### src/rtl/matrix_scan_pkg.sv
// rtl/matrix_scan_pkg.sv - shared constants, index widths and scan-state type for the LED matrix scanner
package matrix_scan_pkg;

  localparam int N_ROWS = 5;
  localparam int N_COLS = 7;
  localparam int ROW_W  = 3;
  localparam int COL_W  = 3;
  localparam int BLINK_W = 26;

  typedef enum logic {
    BLANK = 1'b0,
    DRIVE = 1'b1
  } scan_state_t;

  function automatic logic [N_ROWS-1:0] row_onehot(input logic [ROW_W-1:0] idx);
    return N_ROWS'(1) << idx;
  endfunction

endpackage

### src/rtl/matrix_prescaler.sv
// rtl/matrix_prescaler.sv - row-slot prescaler, counts 0..SCAN_DIV-1 and flags the last count
module matrix_prescaler #(
  parameter int SCAN_DIV = 50000
) (
  input  logic clk,
  input  logic clear,
  output logic tick
);

  localparam int CNT_W = (SCAN_DIV > 2) ? $clog2(SCAN_DIV) : 1;

  logic [CNT_W-1:0] count;

  assign tick = (count == CNT_W'(SCAN_DIV - 1));

  always_ff @(posedge clk) begin
    if (clear || tick) begin
      count <= '0;
    end else begin
      count <= count + CNT_W'(1);
    end
  end

endmodule

### src/rtl/matrix_scan.sv
// rtl/matrix_scan.sv - 5x7 LED matrix scanner with flip-flop frame buffer and blinking cursor
module matrix_scan
  import matrix_scan_pkg::*;
#(
  parameter int SCAN_DIV  = 50000,
  parameter int BLINK_BIT = 24
) (
  input  logic              CLOCK_50,
  input  logic              rst,
  input  logic              en,
  input  logic              wr_en,
  input  logic [ROW_W-1:0]  wr_row,
  input  logic [COL_W-1:0]  wr_col,
  input  logic              wr_data,
  input  logic              clr,
  input  logic              cur_en,
  input  logic [ROW_W-1:0]  cur_row,
  input  logic [COL_W-1:0]  cur_col,
  output logic              rd_data,
  output logic [N_ROWS-1:0] row,
  output logic [N_COLS-1:0] column,
  output logic              frame_done
);

  logic [N_COLS-1:0]  frame [N_ROWS];
  logic [BLINK_W-1:0] blink;
  logic [ROW_W-1:0]   scan;
  scan_state_t        state;
  logic               tick;
  logic               wr_in_range;
  logic [N_COLS-1:0]  cur_mask;

  matrix_prescaler #(.SCAN_DIV(SCAN_DIV)) u_prescaler (
    .clk   (CLOCK_50),
    .clear (rst || !en),
    .tick  (tick)
  );

  assign wr_in_range = (wr_row < ROW_W'(N_ROWS)) && (wr_col < COL_W'(N_COLS));
  assign rd_data     = wr_in_range ? frame[wr_row][wr_col] : 1'b0;

  always_comb begin
    cur_mask = '0;
    if (cur_en && blink[BLINK_BIT] && (cur_row == scan) &&
        (cur_row < ROW_W'(N_ROWS)) && (cur_col < COL_W'(N_COLS))) begin
      cur_mask = N_COLS'(1) << cur_col;
    end
  end

  always_ff @(posedge CLOCK_50) begin
    if (rst) begin
      blink <= '0;
    end else begin
      blink <= blink + BLINK_W'(1);
    end
  end

  always_ff @(posedge CLOCK_50) begin
    if (rst || clr) begin
      for (int r = 0; r < N_ROWS; r++) begin
        frame[r] <= '0;
      end
    end else if (wr_en && wr_in_range) begin
      frame[wr_row][wr_col] <= wr_data;
    end
  end

  // state tracks the prescaler phase: BLANK exactly while the count sits at 0
  always_ff @(posedge CLOCK_50) begin
    if (rst || !en) begin
      state      <= BLANK;
      scan       <= '0;
      row        <= '0;
      column     <= '0;
      frame_done <= 1'b0;
    end else begin
      frame_done <= tick && (scan == ROW_W'(N_ROWS - 1));
      case (state)
        BLANK: begin
          row    <= '0;
          column <= '0;
          state  <= DRIVE;
        end
        default: begin
          row    <= row_onehot(scan);
          column <= frame[scan] | cur_mask;
          state  <= tick ? BLANK : DRIVE;
        end
      endcase
      if (tick) begin
        scan <= (scan == ROW_W'(N_ROWS - 1)) ? '0 : scan + ROW_W'(1);
      end
    end
  end

endmodule

### config.mk
export PLATFORM = sky130hd
export DESIGN_NAME = matrix_scan
export DESIGN_NICKNAME = d
export VERILOG_FILES = /design/src/rtl/matrix_scan_pkg.sv /design/src/rtl/matrix_prescaler.sv /design/src/rtl/matrix_scan.sv
export SDC_FILE = /design/constraint.sdc
export NUM_CORES = 1
export LEC_CHECK = 0
export ABC_AREA = 1
export ABC_CLOCK_PERIOD_IN_PS = 3100
export CELL_PAD_IN_SITES_DETAIL_PLACEMENT = 0
export CELL_PAD_IN_SITES_GLOBAL_PLACEMENT = 1
export CORE_MARGIN = 2
export CORE_UTILIZATION = 39
export DETAILED_ROUTE_END_ITERATION = 12
export PLACE_DENSITY = 0.69
export SLEW_MARGIN = 15
export SYNTH_ARGS = -nofsm -noshare
export SYNTH_HDL_FRONTEND = slang
export SYNTH_SLANG_ARGS = --single-unit
### constraint.sdc
create_clock -name CLOCK_50 -period 3.1 [get_ports CLOCK_50]
set_input_delay 0.775 -clock CLOCK_50 [delete_from_list [all_inputs] [get_ports CLOCK_50]]
set_output_delay 0.775 -clock CLOCK_50 [all_outputs]
set_load 0.01 [all_outputs]
==> impl_metrics.py <==
metrics = {
    "status": {
        "status": "completed",
    },
    "logic_synthesis": {
        "yosys.area.top_type": "edfxtp_1",
        "synth.distinct_cells": 45,
        "synthAdderAreaFrac_pct": 0.8123,
        "synth_edf_count": 56,
        "netlist_top_cells_area": "edfxtp_1, dfxtp_1, nand2_1, nor2_1, inv_1",
        "syn-cell-area_sq_um": 6161,
        "synth_top_family_by_area": "simple AND/OR/NAND/NOR gates",
        "synthArstFlopShare_pct": 0,
        "seq_area_frac_synth_pct": 47.12,
        "synth_compound_area_share_pct": 9.890,
        "post-synth-top-area-fraction_pct": 27.29,
        "yosys.area_share.simple_pct": 34.36,
        "yosysWarnings": 0,
        "synthXorXnorAreaFrac_pct": 0.5686,
        "synth_ff_type": "dfxtp_1",
        "synthCells": 797,
        "synth_seq_cells": 117,
        "muxShareOfSynthArea_pct": 0,
        "postSynthAreaPerCell_sq_um": 7.730,
    },
    "cells_and_area": {
        "areaGrowthSynthToFinish_pct": 24.84,
        "nNetsFinal": 903,
        "design_area_sq_um": 7691,
        "layout-drive-gt1-share_pct": 15.68,
        "fin_util_pct": 50.22,
        "num_antenna_cells": 0,
        "final_cell_mix": "nand2_1, nor2_1, inv_1",
        "layout_commonest_cell": "nand2_1",
        "fillers": 1490,
    },
    "route": {
        "drc": 0,
        "vias_per_cell": 4.908,
        "drt_iter0_drc": 395,
        "vias": 5418,
        "wl_per_cell_microns": 14.17,
        "totalWireLength_microns": 15640,
        "firstDrtPassIters": 6,
        "ant_nets": 0,
    },
    "cts": {
        "clockRootBuffer": "clkbuf_16",
        "cts_buffers": 17,
        "postCtsHoldBufs": 0,
        "cts_tree": "yes",
        "clkLatencyLatePin_ns": 0.43,
        "clkSinkCount": 117,
        "path_clk_slew_ns": 0.06,
        "htreeDepth": 4,
        "clock_path_buffers": 2,
    },
    "timing": {
        "slew_headroom_pct": 27.02,
        "worstMarginPinSlew_ns": 1.088,
        "skew_ns": 0.008490,
        "period_share_pct": 94.51,
        "finalHoldViolations": 0,
        "grt_setup_unrepaired": "no",
        "fin_tns_setup_ns": 0,
        "maxSlewViolCount": 0,
        "max_freq_mhz": 341.3,
        "holdWs_ns": 0.4493,
        "finalCriticalPeriod_ns": 2.930,
        "setup_viol": 0,
    },
    "placed_design": {
        "place_area_sq_um": 6960,
        "dp_hpwl_microns": 11220,
        "place_congestion": 0.8900,
        "port_buffers": 32,
    },
    "critical_path": {
        "r2r_setup_slack_ns": 1.11,
        "cp.required_ns": 2.32,
        "r2r-end": "column[2]",
        "crit_arrival_ns": 2.15,
        "worst_setup_path_start_kind": "input pin",
        "end_kind": "primary output",
        "path_class": "input pin to primary output",
        "path_max_fanout": 8,
        "worst-r2r-cell-count": 6,
    },
    "pwr": {
        "combPwrFrac_pct": 7.3,
        "switching_power_uw": 954.0,
        "swShare_pct": 23.80,
        "seqPwrFrac_pct": 42.7,
        "p_leak_uw": 0.003060,
        "ir_drop_uv": 375.7,
        "total_power_uw": 4009,
        "intPower_uw": 3055,
        "powerDensity_nw_per_um2": 521.2,
        "clkPwrFrac_pct": 50.1,
    },
    "run": {
        "max_cap_violations": 0,
    },
    "die": {
        "fp.dieH_microns": 129.7,
        "core_sq_um": 15310,
        "rows": 45,
        "io_pins": 33,
        "dieWidth_microns": 129.7,
        "die-area_sq_um": 16820,
        "start_util_pct": 40.23,
    },
    "hold_path": {
        "hold_path_end": "u_prescaler.count[0]",
        "whs_path_depth": 1,
        "worstHoldStart": "u_prescaler.count[0]",
        "hold_class": "flop to flop",
    },
    "global_route": {
        "grt_max_degree": 36,
        "antenna_found_initial": 0,
        "grt_pass1_vias": 5224,
        "gr-total-overflow": 0,
        "grt_pass1_wl_microns": 25930,
        "track_usage_pct": 20.04,
    },
}
## Yosys cell counts (16+ instances only)
cell type and count:
nand2_1 206, nor2_1 119, inv_1 69, dfxtp_1 61
edfxtp_1 56, o21ai_0 50, a21oi_1 41, nand3_1 40
nor2_4 17, clkbuf_1 16
## final cells by class
type	count	area, sq um	share of cell area [%]
multi-input cells	592	2924	38.02
well taps	211	264.0	3.433
repair buffers	68	679.4	8.834
clock inverters	12	135.1	1.757
flip-flops and latches	117	2903	37.74
clock buffers	20	467.9	6.084
inverters	84	317.8	4.132
## state kept, by name, summed over array words and instances (netlist names), named ones only
signal	flops
blink	25
column	7
frame	56
frame_done	1
row	5
scan	3
state	1
u_prescaler.count	16
## per-stage QoR
| step | setup WS, ns | instances |
|---|---|---|
| after floorplan | 0.5748 | 817 |
| after global placement | -0.5395 | 1065 |
| after detailed placement | -0.5561 | 1065 |
| after CTS | 0.01981 | 1099 |
| after global routing | 0.01517 | 1104 |
| final | 0.1703 | 1104 |
## per-layer routing
layer	vias up	track usage (%)	part of all wire [%]
met1	2494	28.27	49
met3	18	4.005	5.2
met2	149	30.77	45
met5	-	0	0
met4	0	6.894	1.2
li1	2757	-	-
## worst max-delay path, cell delays in order
cell and delay (ns):
clkdlybuf4s15_1 0.21, buf_12 0.14, inv_2 0.05, nor2_4 0.21
nand2_4 0.07, o21ai_2 0.12, nor2_1 0.06, nand2_1 0.05
nor2_1 0.04, nor2_1 0.11, nor2_1 0.05, nor2_1 0.11
buf_2 0.15
## worst max path at each step
stage,depth (start not counted),startpoint,end
final,13,wr_row[2],rd_data
after floorplan,12,wr_row[2],rd_data
after detailed placement,13,wr_row[0],rd_data
after global placement,13,wr_row[0],rd_data
after CTS,12,wr_row[0],rd_data
after global routing,13,wr_row[2],rd_data
## what timing repair did
action / in CTS / in global routing
hold endpoints to repair: 0 / 0
cloned: 1 / 0
buffers inserted: 1 / 5
endpoints found under the setup margin: 1 / 1
resized for setup: 10 / 13
pin swaps: 5 / 16
## logic make-up (layout without fill, tap and decap cells)
| kind of cell | Yosys count | in the layout |
|---|---|---|
| other | 1 | 21 |
| AOI/OAI and AO/OA | 111 | 111 |
| adders and majority gates | 4 | 4 |
| and+or+nand+nor | 452 | 452 |
| DFF | 117 | 117 |
| buffers and inverters | 108 | 184 |
| xor gates and xnor gates | 4 | 4 |
## power by group through the flow
| stage | Clock, uW | Combinational [uW] | Sequential, uW |
|---|---|---|---|
| after floorplan | 0 | 159 | 1720 |
| after global placement | 0 | 271 | 1740 |
| after detailed placement | 0 | 271 | 1740 |
| after CTS | 2040 | 278 | 1710 |
| after global routing | 2100 | 324 | 1720 |
| final | 2010 | 291 | 1710 |
Power figures use the tool's default switching activity.
